<file path="config.mk">
export PLATFORM = sky130hd
export DESIGN_NAME = histogram_esleme_uygulayici
export DESIGN_NICKNAME = d
export VERILOG_FILES = /design/src/rtl/histogram_esleme_uygulayici_pkg.sv /design/src/rtl/histogram_esleme_uygulayici_tablosu.sv /design/src/rtl/histogram_esleme_uygulayici.sv
export SDC_FILE = /design/constraint.sdc
export NUM_CORES = 2
export LEC_CHECK = 0
export ABC_AREA = 1
export ABC_CLOCK_PERIOD_IN_PS = 4200
export CORE_AREA = 8 8 503 554
export CTS_BUF_LIST = sky130_fd_sc_hd__clkbuf_2 sky130_fd_sc_hd__clkbuf_4 sky130_fd_sc_hd__clkbuf_8
export CTS_CLUSTER_DIAMETER = 120
export CTS_CLUSTER_SIZE = 16
export DETAILED_ROUTE_END_ITERATION = 10
export DIE_AREA = 0 0 511 562
export PLACE_DENSITY_LB_ADDON = 0.25
export SLEW_MARGIN = 20
export SYNTH_ARGS = -nofsm -noshare
export SYNTH_HDL_FRONTEND = slang
export SYNTH_SLANG_ARGS = --single-unit
</file>
<file path="constraint.sdc">
create_clock -name clk_i -period 4.2 [get_ports clk_i]
set_input_delay 0.84 -clock clk_i [delete_from_list [all_inputs] [get_ports clk_i]]
set_output_delay 0.84 -clock clk_i [all_outputs]
set_load 0.02 [all_outputs]
</file>
<file path="src/rtl/histogram_esleme_uygulayici_pkg.sv">
// Shared constants and state encoding for the histogram-equalization table applier.
package histogram_esleme_uygulayici_pkg;

    localparam int unsigned VARSAYILAN_PIXEL_BIT      = 8;
    localparam int unsigned VARSAYILAN_CERCEVE_PIKSEL = 76800;
    localparam int unsigned VARSAYILAN_SAYAC_BIT      = 17;

    localparam logic HIGH = 1'b1;
    localparam logic LOW  = 1'b0;

    typedef enum logic [1:0] {
        StBos   = 2'd0,
        StYukle = 2'd1,
        StEsle  = 2'd2
    } durum_e;

endpackage

</file>
<file path="src/rtl/histogram_esleme_uygulayici_tablosu.sv">
// Mapping table: one write port, one enabled read port with a registered output
// that holds its value while the read enable is low. Contents are never reset.
module histogram_esleme_uygulayici_tablosu
    import histogram_esleme_uygulayici_pkg::*;
#(
    parameter int unsigned PIXEL_BIT = VARSAYILAN_PIXEL_BIT
) (
    input  logic                 clk_i,
    input  logic                 rst_i,
    input  logic                 yaz_i,
    input  logic [PIXEL_BIT-1:0] yaz_adres_i,
    input  logic [PIXEL_BIT-1:0] yaz_veri_i,
    input  logic                 oku_i,
    input  logic [PIXEL_BIT-1:0] oku_adres_i,
    output logic [PIXEL_BIT-1:0] oku_veri_o
);

    localparam int unsigned DERINLIK = 2 ** PIXEL_BIT;

    logic [PIXEL_BIT-1:0] bellek_q [DERINLIK];
    logic [PIXEL_BIT-1:0] oku_veri_q, oku_veri_d;

    always_ff @(posedge clk_i) begin
        if (yaz_i) begin
            bellek_q[yaz_adres_i] <= yaz_veri_i;
        end
    end

    always_comb begin
        oku_veri_d = oku_veri_q;
        if (oku_i) begin
            oku_veri_d = bellek_q[oku_adres_i];
        end
    end

    // Only the output register is reset so the equalized pixel starts at zero.
    always_ff @(posedge clk_i) begin
        if (rst_i) begin
            oku_veri_q <= '0;
        end else begin
            oku_veri_q <= oku_veri_d;
        end
    end

    assign oku_veri_o = oku_veri_q;

endmodule

</file>
<file path="src/rtl/histogram_esleme_uygulayici.sv">
// Loads the equalizer's (pixel, result) pairs into a lookup table, then maps one
// frame of raw pixels through it with valid/ready flow control on both sides.
module histogram_esleme_uygulayici
    import histogram_esleme_uygulayici_pkg::*;
#(
    parameter int unsigned PIXEL_BIT      = VARSAYILAN_PIXEL_BIT,
    parameter int unsigned CERCEVE_PIKSEL = VARSAYILAN_CERCEVE_PIKSEL,
    parameter int unsigned SAYAC_BIT      = VARSAYILAN_SAYAC_BIT
) (
    input  logic                 clk_i,
    input  logic                 rst_i,
    input  logic                 lut_etkin_i,
    input  logic [PIXEL_BIT-1:0] lut_pixel_i,
    input  logic [PIXEL_BIT-1:0] lut_sonuc_i,
    input  logic                 lut_tamam_i,
    input  logic                 pixel_gecerli_i,
    input  logic [PIXEL_BIT-1:0] pixel_i,
    output logic                 pixel_hazir_o,
    output logic                 pixel_gecerli_o,
    output logic [PIXEL_BIT-1:0] pixel_o,
    output logic                 cerceve_son_o,
    input  logic                 pixel_hazir_i,
    output logic                 tablo_hazir_o,
    output logic                 hata_o
);

    localparam int unsigned DERINLIK = 2 ** PIXEL_BIT;
    localparam logic [SAYAC_BIT-1:0] CERCEVE_BOYU = SAYAC_BIT'(CERCEVE_PIKSEL);
    localparam logic [SAYAC_BIT-1:0] SON_INDIS    = SAYAC_BIT'(CERCEVE_PIKSEL - 1);

    durum_e               durum_q, durum_d;
    logic [DERINLIK-1:0]  maske_q, maske_d, maske_yaz;
    logic [SAYAC_BIT-1:0] kabul_sayac_q, kabul_sayac_d;
    logic                 s1_gecerli_q, s1_gecerli_d;
    logic [PIXEL_BIT-1:0] s1_adres_q, s1_adres_d;
    logic                 s1_son_q, s1_son_d;
    logic                 cikis_gecerli_q, cikis_gecerli_d;
    logic                 cikis_son_q, cikis_son_d;
    logic                 tablo_hazir_q, tablo_hazir_d;
    logic                 hata_q, hata_d;

    logic                 ilerle;
    logic                 kabul;
    logic                 teslim;
    logic                 tablo_yaz;
    logic                 tablo_oku;
    logic [PIXEL_BIT-1:0] tablo_veri;

    assign ilerle        = !cikis_gecerli_q || pixel_hazir_i;
    assign pixel_hazir_o = (durum_q == StEsle) && ilerle && (kabul_sayac_q < CERCEVE_BOYU);
    assign kabul         = pixel_gecerli_i && pixel_hazir_o;
    assign teslim        = cikis_gecerli_q && pixel_hazir_i;
    assign tablo_yaz     = lut_etkin_i && (durum_q != StEsle);
    // Read only when stage 1 holds a pixel so pixel_o stays put on bubbles and stalls.
    assign tablo_oku     = ilerle && s1_gecerli_q;

    always_comb begin
        maske_yaz = '0;
        if (tablo_yaz) begin
            maske_yaz[lut_pixel_i] = HIGH;
        end
    end

    always_comb begin
        durum_d         = durum_q;
        maske_d         = maske_q | maske_yaz;
        kabul_sayac_d   = kabul_sayac_q;
        s1_gecerli_d    = s1_gecerli_q;
        s1_adres_d      = s1_adres_q;
        s1_son_d        = s1_son_q;
        cikis_gecerli_d = cikis_gecerli_q;
        cikis_son_d     = cikis_son_q;
        hata_d          = hata_q;

        case (durum_q)
            StBos: begin
                if (lut_etkin_i) begin
                    durum_d = StYukle;
                end
            end
            StYukle: begin
                // maske_d already includes a write landing in the same cycle.
                if (lut_tamam_i) begin
                    durum_d = StEsle;
                    if (!(&maske_d)) begin
                        hata_d = HIGH;
                    end
                end
            end
            StEsle: begin
                if (lut_etkin_i) begin
                    hata_d = HIGH;
                end
                if (ilerle) begin
                    s1_gecerli_d    = kabul;
                    s1_son_d        = kabul && (kabul_sayac_q == SON_INDIS);
                    cikis_gecerli_d = s1_gecerli_q;
                    cikis_son_d     = s1_son_q;
                    if (kabul) begin
                        s1_adres_d = pixel_i;
                    end
                end
                if (kabul) begin
                    kabul_sayac_d = kabul_sayac_q + SAYAC_BIT'(1);
                end
                // The last beat can only leave once every earlier pixel has gone.
                if (teslim && cikis_son_q) begin
                    durum_d       = StBos;
                    maske_d       = '0;
                    kabul_sayac_d = '0;
                end
            end
            default: begin
                durum_d = StBos;
            end
        endcase

        tablo_hazir_d = (durum_d == StEsle);
    end

    always_ff @(posedge clk_i) begin
        if (rst_i) begin
            durum_q         <= StBos;
            maske_q         <= '0;
            kabul_sayac_q   <= '0;
            s1_gecerli_q    <= LOW;
            s1_adres_q      <= '0;
            s1_son_q        <= LOW;
            cikis_gecerli_q <= LOW;
            cikis_son_q     <= LOW;
            tablo_hazir_q   <= LOW;
            hata_q          <= LOW;
        end else begin
            durum_q         <= durum_d;
            maske_q         <= maske_d;
            kabul_sayac_q   <= kabul_sayac_d;
            s1_gecerli_q    <= s1_gecerli_d;
            s1_adres_q      <= s1_adres_d;
            s1_son_q        <= s1_son_d;
            cikis_gecerli_q <= cikis_gecerli_d;
            cikis_son_q     <= cikis_son_d;
            tablo_hazir_q   <= tablo_hazir_d;
            hata_q          <= hata_d;
        end
    end

    histogram_esleme_uygulayici_tablosu #(
        .PIXEL_BIT (PIXEL_BIT)
    ) u_tablo (
        .clk_i       (clk_i),
        .rst_i       (rst_i),
        .yaz_i       (tablo_yaz),
        .yaz_adres_i (lut_pixel_i),
        .yaz_veri_i  (lut_sonuc_i),
        .oku_i       (tablo_oku),
        .oku_adres_i (s1_adres_q),
        .oku_veri_o  (tablo_veri)
    );

    assign pixel_gecerli_o = cikis_gecerli_q;
    assign pixel_o         = tablo_veri;
    assign cerceve_son_o   = cikis_gecerli_q && cikis_son_q;
    assign tablo_hazir_o   = tablo_hazir_q;
    assign hata_o          = hata_q;

endmodule

</file>
---- Yosys cells after proc, flatten, opt, wreduce, memory -nomap -nowiden ----
Memory sizes are Yosys's and may differ from the RTL's. A register that Yosys moved wholly into a read port is not among the register bits.
Index checks and enable logic that the tools add are counted.
operators by class
  add/sub/neg operators ................... 1
  magnitude comparators ................... 3
  equality and inequality tests ........... 8
  mux-type cells .......................... 17
  bitwise gates (word level) .............. 1
  reductions and logical operators ........ 20
operators with widths
  kind                                                                count
  2-to-1 mux 256 bit                                                  3
  OR 256 bit                                                          1
  AND reduction 256 bit                                               1
  2-to-1 mux 17 bit                                                   2
  adder 17 x 1 -> 17 bit (second input constant)                      1
  == test 17 bit (second input constant)                              1
  less-than comparator 17 bit (second input constant)                 1
  logical AND 1 bit                                                   10
  less-than comparator 8 x 9 -> 1 bit (second input constant)         1
  demux 1 bit (select 8 bit)                                          1
  greater-or-equal comparator 8 x 1 -> 1 bit (second input constant)  1
  inequality test 2 bit (second input constant)                       4
  2-to-1 mux 1 bit                                                    6
  2-to-1 mux 2 bit                                                    3
  case mux 2 bit (3 select lines)                                     1
  == test 2 bit (second input constant)                               2
  AND reduction 2 bit                                                 2
  AND reduction 4 bit                                                 1
  nonzero test 2 bit                                                  2
  AND reduction 3 bit                                                 1
  == test 2 x 1 -> 1 bit (second input constant)                      1
  logical NOT 2 bit                                                   1
  case mux 1 bit (2 select lines)                                     1
  logical NOT 1 bit                                                   1
  logical OR 1 bit                                                    1
storage, ports and cells
  register bits ........................... 289
  bits in writable memories ............... 2,048
  bits of input ports ..................... 30
  output and inout port bits .............. 13
  word-level logic and storage cells ...... 61
  memories kept ........................... 1
memory list
  name              words  width  rd ports  clocked after memory_dff  write ports  RTL line                                   RTL
  u_tablo.bellek_q  256    8      1         1                         1            histogram_esleme_uygulayici_tablosu.sv:20  logic [PIXEL_BIT-1:0] bellek_q [DERINLIK];

---- Longest topological paths before layout ----
  word-level depth ........................ 10
  mapped depth ............................ 18
  depth with buffers taken out ............ 18

---- Modules after synthesis ----
From an unflattened synthesis, not the netlist that was laid out.
unflattened totals
  cells, all modules ...................... 8,885
  area, all modules ....................... 95,915.7 µm²
by module, submodules not included
  module                               times used  cells each  area each (µm²)  sequential area each (µm²)
  histogram_esleme_uygulayici_tablosu  1           7,038       83,522.6         61,659.1
  histogram_esleme_uygulayici          1           1,847       12,393.1         5,785.5

---- Least setup slack after synthesis ----
Ideal clock, no wire load.
  kind .................................... input-to-reg
  from .................................... input lut_pixel_i[5]
  to ...................................... register hata_q (netlist: hata_o)
  library setup time ...................... 132 ps
  arrival time ............................ 2,402 ps
  required time ........................... 4,068 ps
  path slack .............................. 1,666 ps
  stages on the path ...................... 17
  buffers on the path ..................... 1
  cell sequence ........................... inv_1 > nand2_1 > nor2_2 > inv_1 > buf_2 > o21bai_1 > nand2_1 > nor2_1 > nand2_1 > nor2_1 > nand2_1 > nor2_1 > nand2_1 > o21ai_1 > nand2_1 > nand2_1 > a21oi_1
on the way
  cells in the longest elaborated chain, start to end .. 9
  elaborated cells between the ends (all ways) .. 10
  those cells by class .................... order compare (2); eq/ne (1); mux (3); bitwise (1); reduce/logical (3)
RTL lines
  item                                                                                                                            RTL line                            RTL
  start: declaration                                                                                                              histogram_esleme_uygulayici.sv:13   input logic [PIXEL_BIT-1:0] lut_pixel_i,
  less-than comparator 8 x 9 -> 1 bit (implied by the code) / greater-or-equal comparator 8 x 1 -> 1 bit (equally long branches)  histogram_esleme_uygulayici.sv:60   maske_yaz[lut_pixel_i] = HIGH;
  logical AND 1 bit (implied by the code)                                                                                         histogram_esleme_uygulayici.sv:60
  2-to-1 mux 1 bit (implied by the code)                                                                                          histogram_esleme_uygulayici.sv:60
  demux 1 bit (select 8 bit) *                                                                                                    histogram_esleme_uygulayici.sv:60
  2-to-1 mux 256 bit *                                                                                                            histogram_esleme_uygulayici.sv:59   if (tablo_yaz) begin
  OR 256 bit *                                                                                                                    histogram_esleme_uygulayici.sv:66   maske_d = maske_q | maske_yaz;
  AND reduction 256 bit *                                                                                                         histogram_esleme_uygulayici.sv:85   if (!(&maske_d)) begin
  inequality test 2 bit (no source line) *                                                                                        n/a
  AND reduction 4 bit (no source line) *                                                                                          n/a
  end signal: assignment                                                                                                          histogram_esleme_uygulayici.sv:143  hata_q <= hata_d;
  end: declaration                                                                                                                histogram_esleme_uygulayici.sv:40   logic hata_q, hata_d;
Every way passes the cells marked *; elsewhere a longest branch is shown, timed or not.
A chain may end at the register's enable or synchronous reset.

==> qor.csv <==
stage,metric,value,unit
critical_path,r2r-start,s1_adres_q[0],
grt,antenna_found_initial,10,
detailed_routing,ant_nets,0,
sta,finalSetupViolations,0,
detailed_routing,num_vias,62648,
clocking,htree_levels,4,
power,p_leak,35.0,nW
power,power.total,39.3,mW
critical_path,cpLargestDelayFamily,buffers and inverters,
outcome,outcome,completed,
detailed_routing,firstDrtPassIters,6,
clocking,clk_pin_slew,100,ps
layout,drive_gt1_share,7.55,%
sta,hold_viol,0,
synth,yosys_most_used_dff,edfxtp_1,
layout,mostFrequentLayoutCells,"edfxtp_1, nor2_1, o21ai_0",
sta,rsz0062_at_grt,no,
place,place_congestion,0.877,
grt,grt_pass1_wl,408,mm
clocking,ctsResizeCount,0,
synth,synthArstFlopShare,0,%
floorplanning,core_area,269000,um2
synth,seq_area_frac_synth,72.0,%
floorplanning,io-pin-count,43,
detailed_routing,drt_iter0_drc,5650,
critical_path,path_cells,inv_8 > buf_4 > o21ai_0 > o22ai_1 > nand2_1 > nand3_1 > nand3_1 > nand3_1 > nand3_1 > a21oi_1 > o21ai_1 > inv_1,
critical_path,critPathCaptureType,flip-flop,
critical_path,worst_path_most_repeated_cell,nand3_1,
sta,skew,72.3,ps
flow_run,max-cap-violations,0,
sta,slew-limit-headroom,20.8,%
grt,gr-total-overflow,0,
synth,synthCells,8248,
floorplanning,die_h,562,um
layout,final_common_cell,edfxtp_1,
clocking,cts_buffer_depth,4,
grt,grt_max_degree,177,
critical_path,slowest_stage,inv_8,
critical_path,startpoint,s1_adres_q[0],
critical_path,critical_path.startpoint_type,flip-flop,
floorplanning,start_util,34.8,%
sta,drv_slew,0,
clocking,cts_setup_buffers,0,
place,place_hpwl,172,mm
critical_path,crit_type,reg -> reg,
clocking,ctsRootBufferMaster,clkbuf_8,
clocking,hold_buffers,0,
synth,syn_avg_cell_area,11.4,um2
min_path,hold_class,in -> reg,
place,dpl_worst_slack,226,ps
synth,mappedNetlistArea,93600,um2
sta,tightest_slew,1190,ps
detailed_routing,routed_wl,279,mm
clocking,worstSkewPairLatency,980,ps
power,cellPowerDensity,383,nW/um2
sta,timing.final.crit_period,3700,ps
sta,max_freq,0.270,GHz
sta,fin_tns_setup,0,ps
synth,synth_edf_count,2048,
min_path,min_from,rst_i,
power,vdd_drop_max,0.000280,V
clocking,numCtsBuffers,172,
place,portBuffers,42,
synth,syn_nets,8279,
clocking,cts_num_sinks,2345,
critical_path,critPathBufInv,3,
synth,ys_ff_latch,2345,
critical_path,r2r_setup_slack,500,ps
grt,track_usage,18.5,%
critical_path,critical_path_arrival,4630,ps
detailed_routing,route.detailed.drc,0,
floorplanning,rows,200,
floorplanning,dieArea,287000,um2
critical_path,slowest_delay,640,ps
grt,grt_pass1_vias,60205,
sta,finalWorstSetupSlack,495,ps
layout,postLayoutCoreUtil,38.2,%
critical_path,crit_required,5120,ps
synth,yosysWarnings,0,
sta,finalCritPeriodShare,88.2,%
layout,area_delta_synth_final,9.64,%
floorplanning,die_w,511,um
sta,whs,318,ps
detailed_routing,wire_per_inst,23.5,um
critical_path,cp_max_fo,96,
layout,nets,8307,
synth,synth.distinct_cells,32,
clocking,cts_tree,yes,
detailed_routing,vias_per_cell,5.27,
==> kinds of logic (layout without fill, tap and decap cells) <==
group	count (synthesis)	count (layout)	synth area share (%)
compound gates	1852	1852	10.8
simple gates	3021	3021	12.9
fa+ha+maj	1	1	0.0134
buf+inv	1029	1135	4.27
flops	2345	2345	72.0
other cells	0	7	0
==> flip-flops by register name, summed over array words and instances, names as in the netlist, 2 cells and up <==
| register | count |
|---|---|
| kabul_sayac_q | 17 |
| durum_q | 2 |
| u_tablo.bellek_q | 2048 |
| s1_adres_q | 8 |
| maske_q | 256 |
| u_tablo.oku_veri_o | 8 |
==> tightest hold or removal path, cell delays in order <==
cell and delay (ps):
buf_2 90, a21oi_1 40, buf_4 170, o21ai_0 80, a21oi_1 40
==> Yosys cell counts, types with 58 or more instances <==
cell type	number	area (um2)
edfxtp_1	2048	61500
o21bai_1	58	435
a21oi_1	182	911
inv_1	490	1840
o21ai_0	1074	5380
nand3_1	547	2740
nor2_1	1418	5320
nand2_1	1028	3860
buf_2	76	380
dfxtp_1	297	5950
clkbuf_1	393	1480
o22ai_1	513	3210
==> final cells by class <==
type,count,area [um2]
multi-input cells,4874,22200
inverters,502,1920
flip-flops and latches,2345,67500
clock buffers,245,2920
fillers,25910,166000
repair buffers,381,3650
clock inverters,7,58.8
diodes,7,17.5
well taps,3535,4420
==> per-stage QoR <==
stage                     area [um2]  std cells
after floorplan                93600       8248
after global placement         99700      11637
after detailed placement       99700      11637
after CTS                     103000      11889
after global routing          103000      11895
final                         103000      11896
==> report_power, final <==
group / total, mW / internal [mW] / switching, mW
clock: 11.9 / 4.46 / 7.40
combinational: 2.13 / 0.522 / 1.61
sequential: 25.3 / 25.3 / 0.0399
==> worst paths after layout <==
path	to	depth (start not counted)
setup / recovery	u_tablo.oku_veri_o[7]	12
hold / removal	kabul_sayac_q[10]	5
setup reg to reg	u_tablo.oku_veri_o[7]	12
hold reg to reg	maske_q[153]	2
==> routing by layer <==
| metal | up-vias | routed length, um | global-route usage, % |
|---|---|---|---|
| met5 | - | 27 | 0 |
| met2 | 1886 | 136000 | 31.7 |
| met4 | 4 | 10500 | 6.46 |
| li1 | 28933 | - | - |
| met1 | 31434 | 119000 | 24.6 |
| met3 | 391 | 14300 | 2.02 |
Note: power is estimated with default switching activity, not from simulation.
